<file path="config.mk">
export PLATFORM = sky130hd
export DESIGN_NAME = bcd_credit_accum
export DESIGN_NICKNAME = d
export VERILOG_FILES = /design/src/rtl/bcd_credit_accum.sv
export SDC_FILE = /design/constraint.sdc
export NUM_CORES = 1
export LEC_CHECK = 0
export BUFFER_PORTS_ARGS = -buffer_cell sky130_fd_sc_hd__buf_4
export CAP_MARGIN = 40
export CORE_UTILIZATION = 35
export DETAILED_ROUTE_END_ITERATION = 10
export GPL_TIMING_DRIVEN = 0
export PLACE_DENSITY = 0.52
export SYNTH_ARGS = -nofsm -noshare
export SYNTH_HDL_FRONTEND = slang
export SYNTH_SLANG_ARGS = --single-unit
</file>
<file path="constraint.sdc">
create_clock -name clk -period 4.25 [get_ports clk]
set_clock_uncertainty 0.05 [all_clocks]
set_input_delay 0.2125 -clock clk [delete_from_list [all_inputs] [get_ports clk]]
set_output_delay 0.2125 -clock clk [all_outputs]
set_load 0.005 [all_outputs]
</file>
<file path="src/rtl/bcd_credit_accum.sv">
// BCD coin-credit accumulator. Each accepted coin is added to the credit one BCD digit per
// cycle. The credit register is updated only once, after the last digit, and saturates at
// all-9s with a sticky overflow flag.
module bcd_credit_accum #(
    parameter int unsigned DIGITS = 3
) (
    input  logic                  clk,
    input  logic                  rst,
    input  logic                  coin_valid,
    input  logic [1:0]            coin_code,
    output logic                  coin_ready,
    input  logic                  clear,
    output logic [4*DIGITS-1:0]   credit,
    output logic                  overflow,
    output logic                  busy
);

    localparam int unsigned   IW   = $clog2(DIGITS);
    localparam logic [IW-1:0] LAST = IW'(DIGITS - 1);

    typedef enum logic {StIdle, StAdd} state_e;

    state_e                  state_q;
    logic [DIGITS-1:0][3:0]  credit_q;
    logic [DIGITS-1:0][3:0]  work_q;
    logic [DIGITS-1:0][3:0]  addend_q;
    logic [IW-1:0]           idx_q;
    logic                    carry_q;
    logic                    overflow_q;

    logic [DIGITS-1:0][3:0]  addend_new;
    logic [DIGITS-1:0][3:0]  work_d;
    logic [4:0]              digit_sum;
    logic [3:0]              digit_new;
    logic                    carry_new;

    assign coin_ready = (state_q == StIdle) && !clear;
    assign busy       = (state_q == StAdd);
    assign credit     = credit_q;
    assign overflow   = overflow_q;

    // Decode the coin code into a BCD addend (only digits 0 and 1 are ever nonzero).
    always_comb begin
        addend_new = '0;
        unique case (coin_code)
            2'b00: addend_new[0] = 4'd5;
            2'b01: addend_new[1] = 4'd1;
            2'b10: addend_new[1] = 4'd2;
            2'b11: addend_new[1] = 4'd5;
        endcase
    end

    // One decimal digit add with carry, plus the working register with that digit replaced.
    always_comb begin
        digit_sum = 5'(work_q[idx_q]) + 5'(addend_q[idx_q]) + 5'(carry_q);
        if (digit_sum > 5'd9) begin
            digit_new = 4'(digit_sum - 5'd10);
            carry_new = 1'b1;
        end else begin
            digit_new = digit_sum[3:0];
            carry_new = 1'b0;
        end
        work_d         = work_q;
        work_d[idx_q]  = digit_new;
    end

    // Control FSM and datapath registers; reset beats clear, clear beats coin handling.
    always_ff @(posedge clk) begin
        if (rst) begin
            state_q    <= StIdle;
            credit_q   <= '0;
            work_q     <= '0;
            addend_q   <= '0;
            idx_q      <= '0;
            carry_q    <= 1'b0;
            overflow_q <= 1'b0;
        end else if (clear) begin
            // In ADD this aborts the pending coin.
            state_q    <= StIdle;
            credit_q   <= '0;
            overflow_q <= 1'b0;
            idx_q      <= '0;
            carry_q    <= 1'b0;
        end else begin
            unique case (state_q)
                StIdle: begin
                    if (coin_valid) begin
                        addend_q <= addend_new;
                        work_q   <= credit_q;
                        carry_q  <= 1'b0;
                        idx_q    <= '0;
                        state_q  <= StAdd;
                    end
                end
                StAdd: begin
                    if (idx_q == LAST) begin
                        state_q <= StIdle;
                        idx_q   <= '0;
                        carry_q <= 1'b0;
                        if (carry_new) begin
                            credit_q   <= {DIGITS{4'd9}};
                            overflow_q <= 1'b1;
                        end else begin
                            credit_q <= work_d;
                        end
                    end else begin
                        work_q  <= work_d;
                        carry_q <= carry_new;
                        idx_q   <= idx_q + 1'b1;
                    end
                end
                default: state_q <= StIdle;
            endcase
        end
    end

endmodule
</file>
# Yosys cells after proc, flatten, opt, wreduce, memory -nomap -nowiden
# Index checks and enable logic that the tools add are counted.
dict set report op_classes {
  add_sub_neg 4
  multipliers 0
  div_mod_pow 0
  order_cmp 3
  eq_ne 6
  shifts 0
  mux 24
  bitwise_logic 2
  n_reduce_logical 9
}
# cell count
set ops {}
lappend ops {{$mux 12} 3}
lappend ops {{$pmux 12 s2} 1}
lappend ops {{$bmux 4 s2} 2}
lappend ops {{$mux 4} 4}
lappend ops {{$bwmux 12} 1}
lappend ops {{$pmux 3 s3} 1}
lappend ops {{$reduce_and 3->1} 3}
lappend ops {{$demux 4 s2} 1}
lappend ops {{$eq 2x2->1 const B} 3}
lappend ops {{$add 4x4->5} 1}
lappend ops {{$add 5x1->5} 1}
lappend ops {{$gt 5x4->1 const B} 1}
lappend ops {{$mux 1} 5}
lappend ops {{$mux 2} 2}
lappend ops {{$ne 2x2->1 const B} 2}
lappend ops {{$pmux 1 s2} 2}
lappend ops {{$pmux 2 s2} 1}
lappend ops {{$sub 4x4->4 const B} 1}
lappend ops {{$lt 2x3->1 const B} 1}
lappend ops {{$mux 3} 1}
lappend ops {{$add 2x1->2 const B} 1}
lappend ops {{$eq 2x1->1 const B} 1}
lappend ops {{$ge 2x1->1 const B} 1}
lappend ops {{$logic_and 1x1->1} 2}
lappend ops {{other kinds (5)} 6}
dict set report word_totals {
  reg_bits 37
  latch_bits 0
  mem_bits_rw 0
  rom_bits 0
  input_bits 6
  out_inout_bits 15
  word_cells 60
  mem_count 0
}

# Depth between registers and ports, before layout
# Gate-level depths: netlist of run 1.
dict set report logic_depth {
  depth_word 9
  mapped_depth 15
  ltp_nobuf 13
}

# Worst setup path after synthesis of run 1
# No wires, ideal clock.
dict set report synth_path {
  kind {register to register}
  startpoint {reg idx_q[0]}
  endpoint {reg credit_q, in the netlist credit[0]}
  setup_ns 0.118
  arrival_ns 3.299
  t_required_ns 4.082
  setup_slack_ns 0.783
  path_stages_with_launch 15
  n_path_buf 2
  synth_period_minus_slack_ns 3.467
  cell_sequence {dfxtp_1 > buf_2 > mux2i_1 > nor2_1 > a21oi_1 > fa_1 > fa_1 > xor2_1 > ha_1 > o21ai_0 > a311oi_2 > mux2i_4 > buf_4 > nor3_1 > nor2_1}
}
dict set report synth_between {
  elab_chain_len 8
  word_cells_on_any_way 19
  classes_between {3 x add/sub; 3 x order compare; 1 x eq/ne; 10 x mux; 2 x reduce/logical}
}
# element line_no
set synth_lines {}
lappend synth_lines {{start, declared} 27} ;# logic [IW-1:0] idx_q;
lappend synth_lines {{start signal, assigned} 109} ;# idx_q <= idx_q + 1'b1;
lappend synth_lines {{$bmux 4 s2} 55} ;# digit_sum = 5'(work_q[idx_q]) + 5'(addend_q[idx_q]) + 5'(carry_q);
lappend synth_lines {{$mux 4 (not written as such)} 55}
lappend synth_lines {{$add 4x4->5} 55}
lappend synth_lines {{$add 5x1->5} 55}
lappend synth_lines {{$sub 4x4->4 / $gt 5x4->1 (equally long branches)} {57, 56}}
lappend synth_lines {{$mux 4} 56} ;# if (digit_sum > 5'd9) begin
lappend synth_lines {{$bwmux 12} 64} ;# work_d[idx_q] = digit_new;
lappend synth_lines {{$mux 12} 100} ;# if (carry_new) begin
lappend synth_lines {{end signal, assigned} 101} ;# credit_q <= {DIGITS{4'd9}};
lappend synth_lines {{end signal, assigned} 104} ;# credit_q <= work_d;
lappend synth_lines {{end, declared} 24} ;# logic [DIGITS-1:0][3:0] credit_q;
# Several ways; a longest one is shown, not always the timed one. The select of a mux whose other input is x is not followed.
# A chain may end at the register's enable or synchronous reset.

# Worst setup path after layout of run 1
dict set report layout_path {
  startpoint {reg idx_q[0]}
  endpoint {reg work_q[1] in the netlist's numbering}
}
dict set report layout_between {
  elab_chain_len 9
  word_cells_on_any_way 20
  classes_between {3 x add/sub; 3 x order compare; 2 x eq/ne; 10 x mux; 2 x reduce/logical}
}
# element line_no
set layout_lines {}
lappend layout_lines {{$bmux 4 s2} 55}
lappend layout_lines {{$mux 4 (not written as such)} 55}
lappend layout_lines {{$add 4x4->5} 55}
lappend layout_lines {{$add 5x1->5} 55}
lappend layout_lines {{$sub 4x4->4 / $gt 5x4->1 (equally long branches)} {57, 56}}
lappend layout_lines {{$mux 4} 56}
lappend layout_lines {{$bwmux 12} 64}
lappend layout_lines {{$mux 12} 96} ;# if (idx_q == LAST) begin
lappend layout_lines {{$pmux 12 s2} 85} ;# unique case (state_q)
lappend layout_lines {{end signal, assigned} 89} ;# work_q <= credit_q;
lappend layout_lines {{end signal, assigned} 107} ;# work_q <= work_d;
lappend layout_lines {{end, declared} 25} ;# logic [DIGITS-1:0][3:0] work_q;
# Several ways; a longest one is shown, not always the timed one. The select of a mux whose other input is x is not followed.

==> results of run 1 <==
-- cells by family after synthesis --
logic type / Yosys count
and+or+nand+nor: 87
AOI/OAI and AO/OA: 59
DFF: 33
buffers and inverters: 17
muxes: 8
adders and majority gates: 6
xor gates and xnor gates: 2
-- layer usage --
metal / vias up / track usage
li1: 812 / -
met1: 750 / 0.276
met4: 0 / 0.0654
met3: 7 / 0.0500
met5: - / 0
met2: 33 / 0.305
-- stage by stage --
step | hold slack, ps | setup slack, ps | power, mW | std cells | instance area, sq um
global placement | 399 | 124 | 0.392 | 298 | 1950
global route | 163 | 23.9 | 0.726 | 306 | 2090
CTS | 139 | 122 | 0.704 | 306 | 2070
detailed placement | 402 | 158 | 0.391 | 298 | 1950
finish | 145 | 339 | 0.699 | 306 | 2090
floorplan | 298 | 783 | 0.371 | 212 | 1720
-- power groups by stage --
stage / registers (mW) / logic, mW / clock network (mW)
finish: 0.317 / 0.0684 / 0.313
global route: 0.318 / 0.0757 / 0.333
CTS: 0.317 / 0.0674 / 0.319
detailed placement: 0.324 / 0.0670 / 0
global placement: 0.324 / 0.0674 / 0
floorplan: 0.323 / 0.0476 / 0
-- critical path, cell delays in order, from the launching register on --
cell	delay (ps)
sky130_fd_sc_hd__dfxtp_1	410
sky130_fd_sc_hd__buf_2	280
sky130_fd_sc_hd__mux2i_1	130
sky130_fd_sc_hd__nor2_1	100
sky130_fd_sc_hd__a21oi_1	70
sky130_fd_sc_hd__fa_1	470
sky130_fd_sc_hd__fa_1	510
sky130_fd_sc_hd__xor2_4	260
sky130_fd_sc_hd__ha_1	180
sky130_fd_sc_hd__inv_1	30
sky130_fd_sc_hd__o21ai_0	330
sky130_fd_sc_hd__a311oi_2	230
sky130_fd_sc_hd__mux2i_4	290
sky130_fd_sc_hd__xor2_1	290
sky130_fd_sc_hd__a211oi_1	120
-- worst max-delay path by stage --
stage                                from                endpoint  slack [ps]  cells past startpoint
CTS                 idx_q[0]$_SDFFE_PP0P_  work_q[1]$_SDFFE_PP0P_         120                     14
detailed placement  idx_q[0]$_SDFFE_PP0P_  work_q[1]$_SDFFE_PP0P_         160                     14
floorplan           idx_q[0]$_SDFFE_PP0P_  credit[0]$_SDFFE_PP0P_         780                     14
finish              idx_q[0]$_SDFFE_PP0P_  work_q[1]$_SDFFE_PP0P_         340                     14
global route        idx_q[0]$_SDFFE_PP0P_  work_q[1]$_SDFFE_PP0P_          20                     14
global placement    idx_q[0]$_SDFFE_PP0P_  work_q[1]$_SDFFE_PP0P_         120                     14
-- area by class of cell --
cell class / count / area [sq um]
Buffer: 13 / 53.8
Timing Repair Buffer: 19 / 143
Clock inverter: 1 / 30.0
Tap cell: 67 / 83.8
Clock buffer: 7 / 86.3
Fill cell: 488 / 2640
Inverter: 4 / 15.0
Sequential cell: 33 / 661
Multi-Input combinational cell: 162 / 1010
-- registers in the layout (all words and copies together) (netlist names) --
| register | count |
|---|---|
| addend_q | 4 |
| busy | 1 |
| carry_q | 1 |
| credit | 12 |
| idx_q | 2 |
| overflow | 1 |
| work_q | 12 |
-- placed cells by master (no fill, tap or decap), types with 2 or more instances in the layout --
cell type / synthesis / layout
sky130_fd_sc_hd__nand2b_1: 3 / 3
sky130_fd_sc_hd__a21o_1: 4 / 4
sky130_fd_sc_hd__a22oi_1: 2 / 2
sky130_fd_sc_hd__a211oi_1: 3 / 3
sky130_fd_sc_hd__nor2_1: 25 / 25
sky130_fd_sc_hd__or2_2: 2 / 2
sky130_fd_sc_hd__inv_1: 4 / 4
sky130_fd_sc_hd__fa_1: 2 / 2
sky130_fd_sc_hd__ha_1: 4 / 4
sky130_fd_sc_hd__clkbuf_8: 0 / 6
sky130_fd_sc_hd__nand2_1: 25 / 25
sky130_fd_sc_hd__nor3_1: 7 / 7
sky130_fd_sc_hd__o21ai_0: 13 / 13
sky130_fd_sc_hd__a21oi_1: 19 / 19
sky130_fd_sc_hd__dfxtp_1: 33 / 33
sky130_fd_sc_hd__buf_4: 1 / 20
sky130_fd_sc_hd__o22ai_1: 4 / 4
sky130_fd_sc_hd__o2bb2ai_1: 2 / 2
sky130_fd_sc_hd__o41ai_1: 2 / 2
sky130_fd_sc_hd__nor2b_1: 4 / 4
sky130_fd_sc_hd__nand3b_1: 3 / 3
sky130_fd_sc_hd__a32oi_1: 2 / 2
sky130_fd_sc_hd__mux2i_1: 7 / 7
sky130_fd_sc_hd__a222oi_1: 2 / 2
sky130_fd_sc_hd__nand3_1: 13 / 13
sky130_fd_sc_hd__clkbuf_1: 11 / 12
==> insert_results.sql, run 1 <==
INSERT INTO impl_metrics (metric_group, metric, value, unit) VALUES
('synth', 'synthMostInstantiatedCell', 'sky130_fd_sc_hd__dfxtp_1', ''),
('synth', 'ys_ff_latch', '33', ''),
('clocking', 'ctsHtreeMaxLevel', '2', ''),
('global_routing', 'grt_start_max_net_pins', '11', ''),
('route', 'route.antenna.remaining_nets', '0', ''),
('finish', 'flow.area_growth_from_synthesis', '21.0', '%'),
('synth', 'synth_async_sr_flop_share', '0', ''),
('power', 'p_comb_frac', '0.098', ''),
('finish', 'layout.nets', '250', ''),
('global_routing', 'number_of_antenna_violations_at_the_first_check_in_global_routing', '0', ''),
('synth', 'yosysUniqueCellTypes', '39', ''),
('route', 'routed_via_density', '5.24', ''),
('timing', 'finalMaxSlewViolations', '0', ''),
('synth', 'syn_avg_cell_area', '8.13', 'sq um'),
('floorplan', 'dieWidth', '72.2', 'um'),
('finish', 'insertedDiodeCount', '0', ''),
('worst_setup_path', 'critPathCaptureType', 'flop', ''),
('power', 'seq_power_share', '0.454', ''),
('synth', 'synth-simple-area-share', '0.235', ''),
('floorplan', 'dieHeight', '72.2', 'um'),
('global_routing', 'grt_first_pass_wirelength', '7.77', 'mm'),
('synth', 'synth-compound-area-share', '0.226', ''),
('timing', 'finalHoldViolations', '0', ''),
('floorplan', 'fp.coreArea', '4720', 'sq um'),
('global_routing', 'overflow_left_after_global_routing', '0', ''),
('synth', 'syn-num-nets', '224', ''),
('clocking', 'cts_sinks', '33', ''),
('synth', 'ys_warnings', '0', ''),
('route', 'met3_length', '213', 'um'),
('power', 'switching_power_total', '168', 'uW'),
('power', 'power_density', '335', 'nW/um^2'),
('power', 'switching_share', '0.241', ''),
('route', 'detailroute.via_count', '1602', ''),
('clocking', 'cts_buffer_depth', '2', ''),
('synth', 'post_synth_most_frequent_cells', 'sky130_fd_sc_hd__dfxtp_1, sky130_fd_sc_hd__nand2_1, sky130_fd_sc_hd__nor2_1', ''),
('timing', 'worst_slew_pin_slew', '534', 'ps'),
('worst_setup_path', 'worst_ep_arrival_time', '4020', 'ps'),
('finish', 'finish.utilization', '0.442', ''),
('route', 'highest-signal-layer', 'met4', ''),
('clocking', 'post-cts-setup-buffer-count', '0', ''),
('synth', 'synth-edff-count', '0', ''),
('timing', 'post-route-period-util', '0.920', ''),
('worst_setup_path', 'rr_startpoint', 'idx_q[0]$_SDFFE_PP0P_', ''),
('hold_path', 'min_path_type', 'primary input to flop', ''),
('synth', 'synthXorXnorAreaFrac', '0.0102', ''),
('status', 'outcome', 'finished, final reports clean', ''),
('floorplan', 'placement_rows', '25', ''),
('worst_setup_path', 'critical_path.reg2reg.endpoint', 'work_q[1]$_SDFFE_PP0P_', ''),
('route', 'avgRoutedWirePerCell', '15.3', 'um'),
('route', 'drt-initial-drc-count', '75', ''),
('floorplan', 'die_area', '5210', 'sq um'),
('hold_path', 'min_delay_path_depth', '3', ''),
('synth', 'combinational_family_with_the_most_area_after_synthesis', 'simple AND/OR/NAND/NOR gates', ''),
('worst_setup_path', 'path_max_fanout', '10', ''),
('route', 'route.detailed.drc', '0', ''),
('timing', 'layout_min_cycle_time', '3910', 'ps'),
('worst_setup_path', 'worstRegToRegCells', '14', ''),
('power', 'power.static_leakage', '0.769', 'nW'),
('synth', 'yosys.area.top_type', 'sky130_fd_sc_hd__dfxtp_1', ''),
('placement', 'routability_congestion_estimate', '0.801', ''),
('hold_path', 'endpoint_of_the_worst_hold_path', 'addend_q[4]$_SDFFE_PP0P_', ''),
('power', 'p_int', '530', 'uW'),
('finish', 'post_route_cells_drive_above_1_share', '0.151', ''),
('synth', 'mux_share_of_post_synthesis_cell_area', '0.0537', ''),
('clocking', 'worst_skew_pair.late_latency', '290', 'ps'),
('synth', 'yosys.area_share.adder', '0.0522', ''),
('synth', 'synthesis.instances', '212', ''),
('clocking', 'cts_resized', '0', ''),
('global_routing', 'grt_pass1_vias', '1530', ''),
('timing', 'timing.setup.tns', '0', 'ps'),
('placement', 'hpwl_after_detailed_placement', '3.48', 'mm');
Note: power is estimated with default switching activity, not from simulation.
==> run 2, diff against run 1 <==
PLACE_DENSITY = 0.54   (was 0.52)
clock period = 3.15 ns   (was 4.25 ns; I/O delays follow)
==> insert_results.sql, run 2 (synthesis results as in run 1) <==
INSERT INTO impl_metrics (metric_group, metric, value, unit) VALUES
('hold_path', 'min_path_type', 'primary input to flop', ''),
('clocking', 'ctsHtreeMaxLevel', '2', ''),
('timing', 'clock.fmax', '0.306', 'GHz'),
('worst_setup_path', 'crit_slowest_cell', 'sky130_fd_sc_hd__fa_2', ''),
('clocking', 'cts_root_buf', 'sky130_fd_sc_hd__clkbuf_8', ''),
('power', 'p_int', '733', 'uW'),
('global_routing', 'overflow_left_after_global_routing', '0', ''),
('floorplan', 'die_area', '5210', 'sq um'),
('floorplan', 'fp.coreArea', '4720', 'sq um'),
('flow_run', 'drv_cap', '0', ''),
('route', 'detailroute.via_count', '1682', ''),
('global_routing', 'grt_start_max_net_pins', '11', ''),
('worst_setup_path', 'critical_path_required', '3260', 'ps'),
('timing', 'slew_headroom', '0.567', ''),
('finish', 'post_route_cells_drive_above_1_share', '0.290', ''),
('finish', 'mostFrequentLayoutCells', 'sky130_fd_sc_hd__dfxtp_1, sky130_fd_sc_hd__buf_4, sky130_fd_sc_hd__nor2_1, sky130_fd_sc_hd__nand2_1, sky130_fd_sc_hd__a21oi_1', ''),
('global_routing', 'grt_first_pass_wirelength', '8.30', 'mm'),
('finish', 'flow.area_growth_from_synthesis', '35.8', '%'),
('floorplan', 'starting_utilization_of_the_core_area', '0.365', ''),
('finish', 'insertedDiodeCount', '0', ''),
('status', 'outcome', 'finished, violations left', ''),
('status', 'violations', 'setup timing', ''),
('timing', 'finalMaxSlewViolations', '0', ''),
('worst_setup_path', 'setup_crit_start_kind', 'flop', ''),
('clocking', 'cts-buffers-inserted', '5', ''),
('power', 'p_comb_frac', '0.126', ''),
('finish', 'final_cells', '319', ''),
('clocking', 'cts_sinks', '33', ''),
('floorplan', 'dieHeight', '72.2', 'um'),
('route', 'route.antenna.remaining_nets', '0', ''),
('route', 'drt-initial-drc-count', '103', ''),
('timing', 'fin_ws', '-115', 'ps'),
('power', 'power.static_leakage', '0.873', 'nW'),
('floorplan', 'i_o_pin_count', '21', ''),
('worst_setup_path', 'cpLargestDelayFamily', 'adder cells', ''),
('global_routing', 'grt_pass1_vias', '1647', ''),
('worst_setup_path', 'path_max_fanout', '6', ''),
('timing', 'finalHoldViolations', '0', ''),
('power', 'max-vdd-ir-drop', '0.000217', 'V'),
('worst_setup_path', 'cp_cell_sequence', 'buf_8 > nand2b_4 > a21o_1 > fa_2 > fa_2 > ha_2 > o21ai_4 > a311oi_4 > buf_4 > mux2i_1 > a22o_1 > o2bb2ai_1', ''),
('global_routing', 'number_of_antenna_violations_at_the_first_check_in_global_routing', '0', ''),
('power', 'switching_share', '0.243', ''),
('route', 'routed_via_density', '5.27', ''),
('power', 'power_density', '413', 'nW/um^2'),
('worst_setup_path', 'path_class', 'flop to flop', ''),
('route', 'dr.pass1.iters', '4', ''),
('placement', 'io_buffer_count', '19', ''),
('floorplan', 'dieWidth', '72.2', 'um'),
('finish', 'most_common_cell_after_layout_fill_and_taps_aside', 'sky130_fd_sc_hd__dfxtp_1', ''),
('finish', 'layout.nets', '263', ''),
('clocking', 'path_clk_slew', '70', 'ps'),
('power', 'switching_power_total', '235', 'uW'),
('clocking', 'cts_buffer_depth', '2', ''),
('clocking', 'post_cts_hold_buffer_count', '0', ''),
('placement', 'hpwl_after_detailed_placement', '3.50', 'mm'),
('placement', 'place_ws', '-491', 'ps'),
('worst_setup_path', 'cp_num_buf_inv', '2', ''),
('floorplan', 'placement_rows', '25', ''),
('timing', 'grt_setup_unrepaired', 'true', ''),
('clocking', 'worst_skew_pair.late_latency', '280', 'ps'),
('power', 'clockPowerShare', '0.432', ''),
('worst_setup_path', 'worst_ep_arrival_time', '3370', 'ps'),
('power', 'seq_power_share', '0.442', ''),
('timing', 'layout_min_cycle_time', '3260', 'ps'),
('power', 'power.total', '968', 'uW'),
('timing', 'worst_slew_pin_slew', '650', 'ps'),
('worst_setup_path', 'cp_common_cell', 'sky130_fd_sc_hd__fa_2', ''),
('worst_setup_path', 'critPathCaptureType', 'flop', ''),
('clocking', 'cts_tree', 'built', ''),
('timing', 'post-route-period-util', '1.04', ''),
('route', 'detail_route.wirelength', '5.09', 'mm'),
('worst_setup_path', 'worst_path_largest_cell_delay', '600', 'ps'),
('finish', 'finish.utilization', '0.496', ''),
('global_routing', 'gr-usage-all-layers', '0.210', ''),
('route', 'avgRoutedWirePerCell', '15.9', 'um'),
('route', 'route.detailed.drc', '0', ''),
('placement', 'routability_congestion_estimate', '0.845', ''),
('placement', 'dp.cells', '298', ''),
('timing', 'setup-violations-final', '12', '');
## run 2: cell types whose count changed in the layout (fill, tap and decap cells not counted), moves of 2 or more
cell                      change
sky130_fd_sc_hd__o41ai_2      +2
sky130_fd_sc_hd__nor3_1       -5
sky130_fd_sc_hd__nor2b_4      +2
sky130_fd_sc_hd__o41ai_1      -2
sky130_fd_sc_hd__nor3_2       +4
sky130_fd_sc_hd__fa_2         +2
sky130_fd_sc_hd__ha_2         +2
sky130_fd_sc_hd__nor2b_1      -2
sky130_fd_sc_hd__buf_4       +10
sky130_fd_sc_hd__buf_6        +3
sky130_fd_sc_hd__a21oi_1      -2
sky130_fd_sc_hd__ha_1         -2
sky130_fd_sc_hd__fa_1         -2
sky130_fd_sc_hd__a21oi_2      +2
## run 2: layout make-up
type / count / area (sq um)
Sequential cell: 33 / 664
Fill cell: 459 / 2380
Clock inverter: 1 / 30.0
Tap cell: 67 / 83.8
Multi-Input combinational cell: 162 / 1150
Buffer: 13 / 68.8
Inverter: 4 / 15.0
Timing Repair Buffer: 32 / 248
Clock buffer: 7 / 86.3
## run 2: metal layers
metal	part of all wire	global-route usage
met5	0	0
met4	0.018	0.0850
met3	0.035	0.0375
met2	0.46	0.331
met1	0.48	0.285
## run 2: power groups by stage
stage	Sequential, mW	Combinational (mW)	Clock (mW)
final	0.428	0.122	0.418
after global routing	0.428	0.131	0.442
after detailed placement	0.438	0.0949	0
after global placement	0.438	0.0955	0
after CTS	0.427	0.115	0.422
after floorplan	0.436	0.0678	0
## run 2: worst paths after layout
kind / startpoint / end / slack (ps) / depth (start not counted)
max: idx_q[0]$_SDFFE_PP0P_ / work_q[6]$_SDFFE_PP0P_ / -110 / 12
min: coin_code[0] / addend_q[4]$_SDFFE_PP0P_ / 100 / 3
max reg2reg: idx_q[0]$_SDFFE_PP0P_ / work_q[6]$_SDFFE_PP0P_ / -110 / 12
min reg2reg: addend_q[5]$_SDFFE_PP0P_ / addend_q[5]$_SDFFE_PP0P_ / 410 / 2
## run 2: metrics by stage
stage	hold slack [ps]	instance area (sq um)	TNS, ps
after floorplan	243	1750	-30.0
after global placement	390	1980	-6830
after detailed placement	392	1980	-6750
after CTS	91.3	2290	-651
after global routing	98.9	2340	-2730
final	95.0	2340	-813
## run 2: what timing repair did
action                                  CTS  global route
gates cloned                              1             0
endpoints found under the setup margin   20            20
setup buffers                            11             1
pin swaps                                12             5
gates resized for setup                  21            10
## run 2: worst register-to-register path, cell delays in order (launching register included)
cell,delay (ps)
sky130_fd_sc_hd__dfxtp_4,360
sky130_fd_sc_hd__buf_8,130
sky130_fd_sc_hd__nand2b_4,130
sky130_fd_sc_hd__a21o_1,190
sky130_fd_sc_hd__fa_2,380
sky130_fd_sc_hd__fa_2,600
sky130_fd_sc_hd__ha_2,240
sky130_fd_sc_hd__o21ai_4,90
sky130_fd_sc_hd__a311oi_4,370
sky130_fd_sc_hd__buf_4,170
sky130_fd_sc_hd__mux2i_1,60
sky130_fd_sc_hd__a22o_1,260
sky130_fd_sc_hd__o2bb2ai_1,120
